===== config.mk =====
export PLATFORM = sky130hd
export DESIGN_NAME = hv_stream_packer
export DESIGN_NICKNAME = d
export VERILOG_FILES = /design/src/rtl/hv_stream_packer.sv
export SDC_FILE = /design/constraint.sdc
export NUM_CORES = 2
export LEC_CHECK = 0
export CORE_AREA = 2 2 429 431
export CTS_CLUSTER_SIZE = 25
export DETAILED_ROUTE_END_ITERATION = 8
export DIE_AREA = 0 0 431 433
export GPL_TIMING_DRIVEN = 0
export PLACE_DENSITY = 0.78
export SYNTH_ARGS = -nofsm -noshare
export SYNTH_HDL_FRONTEND = slang
export SYNTH_SLANG_ARGS = --single-unit
export TNS_END_PERCENT = 50

===== constraint.sdc =====
create_clock -name clk -period 142.3 [get_ports clk]
set_input_delay 14.23 -clock clk [delete_from_list [all_inputs] [get_ports clk]]
set_output_delay 14.23 -clock clk [all_outputs]
set_load 0.1 [all_outputs]

===== src/rtl/hv_stream_packer.sv =====
// Buffers encoded hypervectors and serializes them into OW-bit AXI4-Stream beats.
// Optional HV_PACKER_DROP_CNT_EN adds a saturating drop_cnt output.
module hv_stream_packer #(
  parameter int DIM   = 1023,
  parameter int OW    = 64,
  parameter int DEPTH = 2
) (
  input  logic          clk,
  input  logic          rst,
  input  logic          job_start,
  input  logic [15:0]   job_len,
  input  logic          in_v,
  input  logic [DIM:0]  in_d,
  output logic [OW-1:0] m_tdata,
  output logic          m_tvalid,
  input  logic          m_tready,
  output logic          m_tlast,
  output logic          busy,
`ifdef HV_PACKER_DROP_CNT_EN
  output logic [15:0]   drop_cnt,
`endif
  output logic          overflow
);

  localparam int BEATS = (DIM + 1) / OW;
  localparam int BW    = (BEATS > 1) ? $clog2(BEATS) : 1;
  localparam int AW    = (DEPTH > 1) ? $clog2(DEPTH) : 1;
  localparam int CW    = AW + 1;
  localparam logic [BW-1:0] LAST_B = BW'(BEATS - 1);
  localparam logic [CW-1:0] FULL_C = CW'(DEPTH);
  localparam logic [CW-1:0] ONE_C  = CW'(1);

  typedef enum logic {IDLE, RUN} state_e;

  state_e         state_q, state_d;
  logic [15:0]    len_q, len_d;
  logic [15:0]    rcv_q, rcv_d;
  logic           ovf_q, ovf_d;
  logic [AW-1:0]  wr_q, wr_d;
  logic [AW-1:0]  rd_q, rd_d;
  logic [CW-1:0]  cnt_q, cnt_d;
  logic [BW-1:0]  beat_q, beat_d;
  logic [OW-1:0]  tdata_q, tdata_d;
  logic           tvalid_q, tvalid_d;
  logic           tlast_q, tlast_d;
  logic [DIM:0]   mem_q [DEPTH];

  logic           hs, pop, want, full;
  logic           push, drop, ld, start_ok;
  logic [AW-1:0]  rd_nx;
  logic [BW-1:0]  beat_nx;

  assign start_ok = (state_q == IDLE) & job_start & (job_len != 16'd0);

  always_comb begin
    state_d  = state_q;
    len_d    = len_q;
    rcv_d    = rcv_q;
    ovf_d    = ovf_q;
    wr_d     = wr_q;
    rd_d     = rd_q;
    cnt_d    = cnt_q;
    beat_d   = beat_q;
    tdata_d  = tdata_q;
    tvalid_d = tvalid_q;
    tlast_d  = tlast_q;
    ld       = 1'b0;
    rd_nx    = rd_q + 1'b1;
    beat_nx  = beat_q + 1'b1;

    hs   = tvalid_q & m_tready;
    pop  = hs & (beat_q == LAST_B);
    want = (state_q == RUN) & in_v & (rcv_q < len_q);
    full = (cnt_q == FULL_C);
    push = want & (~full | pop);
    drop = want & full & ~pop;

    if (want) rcv_d = rcv_q + 16'd1;
    if (drop) ovf_d = 1'b1;
    if (push) wr_d = wr_q + 1'b1;
    if (pop)  rd_d = rd_nx;

    case ({push, pop})
      2'b10:   cnt_d = cnt_q + 1'b1;
      2'b01:   cnt_d = cnt_q - 1'b1;
      default: cnt_d = cnt_q;
    endcase

    // An empty buffer bypasses in_d so beat 0 appears the cycle after capture.
    if (hs & ~pop) begin
      beat_d  = beat_nx;
      tdata_d = mem_q[rd_q][beat_nx*OW +: OW];
      ld      = 1'b1;
    end else if (pop) begin
      beat_d = '0;
      if (cnt_q > ONE_C) begin
        tdata_d = mem_q[rd_nx][OW-1:0];
        ld      = 1'b1;
      end else if (push) begin
        tdata_d = in_d[OW-1:0];
        ld      = 1'b1;
      end else begin
        tvalid_d = 1'b0;
        tlast_d  = 1'b0;
      end
    end else if (~tvalid_q & push) begin
      beat_d  = '0;
      tdata_d = in_d[OW-1:0];
      ld      = 1'b1;
    end

    // Last beat is final only if nothing can still join the buffer behind it.
    if (ld) begin
      tvalid_d = 1'b1;
      tlast_d  = (beat_d == LAST_B) & (cnt_d == ONE_C) & (rcv_d == len_q);
    end

    case (state_q)
      IDLE: begin
        if (start_ok) begin
          state_d = RUN;
          len_d   = job_len;
          rcv_d   = 16'd0;
          ovf_d   = 1'b0;
        end
      end
      RUN: begin
        if ((pop & tlast_q) | ((rcv_q == len_q) & (cnt_q == '0)))
          state_d = IDLE;
      end
      default: state_d = IDLE;
    endcase
  end

  always_ff @(posedge clk or posedge rst) begin
    if (rst) begin
      state_q  <= IDLE;
      len_q    <= '0;
      rcv_q    <= '0;
      ovf_q    <= 1'b0;
      wr_q     <= '0;
      rd_q     <= '0;
      cnt_q    <= '0;
      beat_q   <= '0;
      tdata_q  <= '0;
      tvalid_q <= 1'b0;
      tlast_q  <= 1'b0;
    end else begin
      state_q  <= state_d;
      len_q    <= len_d;
      rcv_q    <= rcv_d;
      ovf_q    <= ovf_d;
      wr_q     <= wr_d;
      rd_q     <= rd_d;
      cnt_q    <= cnt_d;
      beat_q   <= beat_d;
      tdata_q  <= tdata_d;
      tvalid_q <= tvalid_d;
      tlast_q  <= tlast_d;
    end
  end

  always_ff @(posedge clk) begin
    if (push) mem_q[wr_q] <= in_d;
  end

`ifdef HV_PACKER_DROP_CNT_EN
  logic [15:0] dcnt_q;

  always_ff @(posedge clk or posedge rst) begin
    if (rst) begin
      dcnt_q <= '0;
    end else if (start_ok) begin
      dcnt_q <= '0;
    end else if (drop && dcnt_q != 16'hFFFF) begin
      dcnt_q <= dcnt_q + 16'd1;
    end
  end

  assign drop_cnt = dcnt_q;
`endif

  assign m_tdata  = tdata_q;
  assign m_tvalid = tvalid_q;
  assign m_tlast  = tlast_q;
  assign busy     = (state_q == RUN);
  assign overflow = ovf_q;

endmodule


==> flow_metrics.tcl <==
set metrics [dict create \
    ys_seq_area_frac 0.761 \
    leakagePower_nw 34.6 \
    core_area_sq_mm 0.182 \
    postRouteAntennaNets 0 \
    rsz0062_at_grt "no" \
    overflow 0 \
    cp_data_arrival_time_ns 18.68 \
    synth_edf_count 2048 \
    end_kind "flop" \
    worstPathRequired_ns 142.83 \
    grt_util_all_layers 0.300 \
    hp-class "reg -> reg" \
    cts_buffers 209 \
    p_switching_w 0.000766 \
    yosysTopAreaCell "edfxtp_1" \
    criticalPathCategory "in -> reg" \
    status "finished clean" \
    cellPowerDensity_mw_per_mm2 21.0 \
    drt-total-wl_mm 286 \
    postSynthAreaPerCell_sq_um 22.4 \
    tightestPinTransition_ns 1.42 \
    io_buffers 1112 \
    max_freq_mhz 55.1 \
    ys.warnings.count 0 \
    dieHeight_microns 433 \
    via_per_inst 6.14 \
    grt_pass1_vias 48200 \
    avgRoutedWirePerCell_microns 36.2 \
    cts_tree "yes" \
    synth-main-ff-cell "edfxtp_1" \
    tns_ns 0 \
    postSynthCellCount 3769 \
    vias 48500 \
    setup_violations 0 \
    clk_latency_ns 0.88 \
    slew_headroom 0.0530 \
    ys_async_sr_fraction 0.0501 \
    maxCapViolations 0 \
    pwr-share-clk 0.246 \
    cts_root_buf "clkbuf_16" \
    cts_resized 0 \
    hold_viol_final 0 \
    synth.area.top_cells "edfxtp_1 73%, mux4_2 17%, dfrtp_1 3.2%, mux2i_1 0.81%, a211oi_1 0.58%" \
    fin_crit_ns 18.14 \
    drc 0 \
    clkTransAtPathRegs_ns 0.06 \
    yosysUniqueCellTypes 62 \
    synth_nets 4837 \
    io_pins 1113 \
    drive_gt1_frac 0.208 \
    path_max_fanout 32 \
    fin_skew_ns 0.0481 \
    grt_pass1_wl_mm 380 \
    grt_max_degree 71 \
    path_common_cell "buf_12" \
    routabilityCongestion 0.916 \
    postCtsHoldBufs 0 \
    fin_nets 6218 \
    syn_to_final_growth_pct 27.0 \
    hpwlAfterDp_mm 214 \
    syn_area_sq_mm 0.0844 \
    die_w_microns 431 \
    cts_sinks 2156 \
    postCtsSetupBuffers 0 \
    power_w 0.00225 \
    crit_path_start_kind "primary input" \
    cp_slowest_stage_delay_ns 0.65 \
    h-tree-depth 4 \
    die_area_sq_mm 0.187 \
    min_period_over_period 0.127 \
    initial_core_util 0.463 \
    combPwrFrac 0.341 \
    cts_max_path_buffers 3 \
    swShare 0.341 \
    ir_drop_mv 0.0176 \
    fillers 12700 \
    rrSetupSlack_ns 136.86 \
    power.internal_w 0.00148 \
    seqPwrFrac 0.413 \
    synth_top_area_share 0.729 \
    drt_iter0_drc 7344 \
    final_common_cell "edfxtp_1" \
    drv_slew 0 \
    ys_seq_elements 2156 \
    layout_common_cells "2,048 x edfxtp_1, 1,112 x clkdlybuf4s50_1, 640 x mux4_2, 209 x clkbuf_16, 156 x clkbuf_1" \
    slowest_stage "nor2_4" \
    antenna_found_initial 214 \
    path_cells "clkdlybuf4s50_1 -> o2111ai_1 -> nor3_2 -> buf_2 -> nand2_1 -> nor2_4 -> buf_12 -> buf_12 -> buf_12 -> buf_12 -> buf_12 -> buf_16 -> buf_12 -> buf_12" \
    rows 157 \
    dr.pass1.iters 6 \
]
==> power by group through the flow <==
| stage | Combinational [W] | Sequential, W | Clock [W] |
|---|---|---|---|
| floorplan | 0.000374 | 0.00126 | 0 |
| global placement | 0.000714 | 0.00134 | 0 |
| detailed placement | 0.000757 | 0.000938 | 0 |
| CTS | 0.000762 | 0.000928 | 0.000556 |
| global route | 0.000795 | 0.000939 | 0.000580 |
| finish | 0.000767 | 0.000929 | 0.000553 |
==> worst max-delay path: cells and delay by family <==
family	cells	cell delay, ns
compound gates	1	0.32
buf+inv	10	2.70
simple gates	3	1.30
==> stage by stage <==
stage,setup slack [ns],utilization,instances,cell area (sq um),hold WS [ns]
2_1_floorplan,82.48,-,3769,84400,0.460
3_3_place_gp,58.96,0.541,7266,98500,0.470
3_5_place_dp,123.32,0.548,7324,99800,0.477
4_1_cts,124.22,0.586,7714,107000,0.492
5_1_grt,123.97,0.588,7853,107000,0.511
6_report,124.16,0.588,7897,107000,0.487
==> area by class of cell <==
| class | count | area, sq um | share of cell area |
|---|---|---|---|
| plain buffers | 213 | 966 | 0.00902 |
| well taps | 2385 | 2980 | 0.0279 |
| clock inverters | 127 | 1300 | 0.0121 |
| repair buffers | 1170 | 12400 | 0.116 |
| clock buffers | 263 | 5540 | 0.0517 |
| inverters | 25 | 98.8 | 0.000923 |
| multi-input cells | 1375 | 19100 | 0.179 |
| diodes | 183 | 458 | 0.00427 |
| flip-flops and latches | 2156 | 64200 | 0.599 |
==> cells by family (layout without fill, tap and decap cells) <==
family / after synthesis / after routing / share of synthesized area
flip-flops: 2156 / 2156 / 0.761
multiplexers: 709 / 709 / 0.179
AND/OR/NAND/NOR: 382 / 382 / 0.0223
buffers and inverters: 238 / 1798 / 0.0125
AO/OA/AOI/OAI: 234 / 234 / 0.0191
XOR/XNOR: 27 / 27 / 0.00280
adder cells (fa/ha/maj): 23 / 23 / 0.00341
other: 0 / 183 / 0
==> synthesized netlist by cell type (all sizes together), types with 2 or more instances <==
library cell	instances
a211oi	65
a21oi	6
a221oi	2
a22oi	2
a311oi	42
a31o	2
a31oi	3
and2	2
and3	29
buf	97
clkbuf	116
dfrtp	108
edfxtp	2048
ha	23
inv	25
mux2i	68
mux4	640
nand2	104
nand2b	6
nand3	16
nand4	10
nor2	97
nor2b	67
nor3	32
nor4	11
o2111a	2
o211ai	3
o21a	2
o21ai	88
o22ai	2
or3	4
xnor2	19
xor2	8
==> layer usage <==
metal  part of all wire  track usage  vias up  wire length [microns]
met5             0.0015            0        -                    421
met4              0.066        0.197       64                  18800
met3               0.12       0.0913      736                  33400
met2               0.47        0.452     3553                 135000
met1               0.34        0.379    25100                  98600
li1                   -            -    19100                      -
==> state kept, by name, summed over array words and instances (netlist names), 2 cells and up <==
register	count
m_tdata	64
len_q	16
cnt_q	2
rcv_q	16
beat_q	4
mem_q	2048
==> final timing paths <==
| check | endpoint | from | depth (start not counted) |
|---|---|---|---|
| min reg2reg | m_tdata[49] | m_tdata[49] | 2 |
| min | m_tdata[49] | m_tdata[49] | 2 |
| max | mem_q[0][1000] | in_v | 14 |
| min in group asynchronous | len_q[4] | rst | 2 |
| max in group asynchronous | m_tdata[55] | rst | 3 |
| max reg2reg | mem_q[0][1000] | len_q[7] | 17 |
Power figures use the tool's default switching activity.
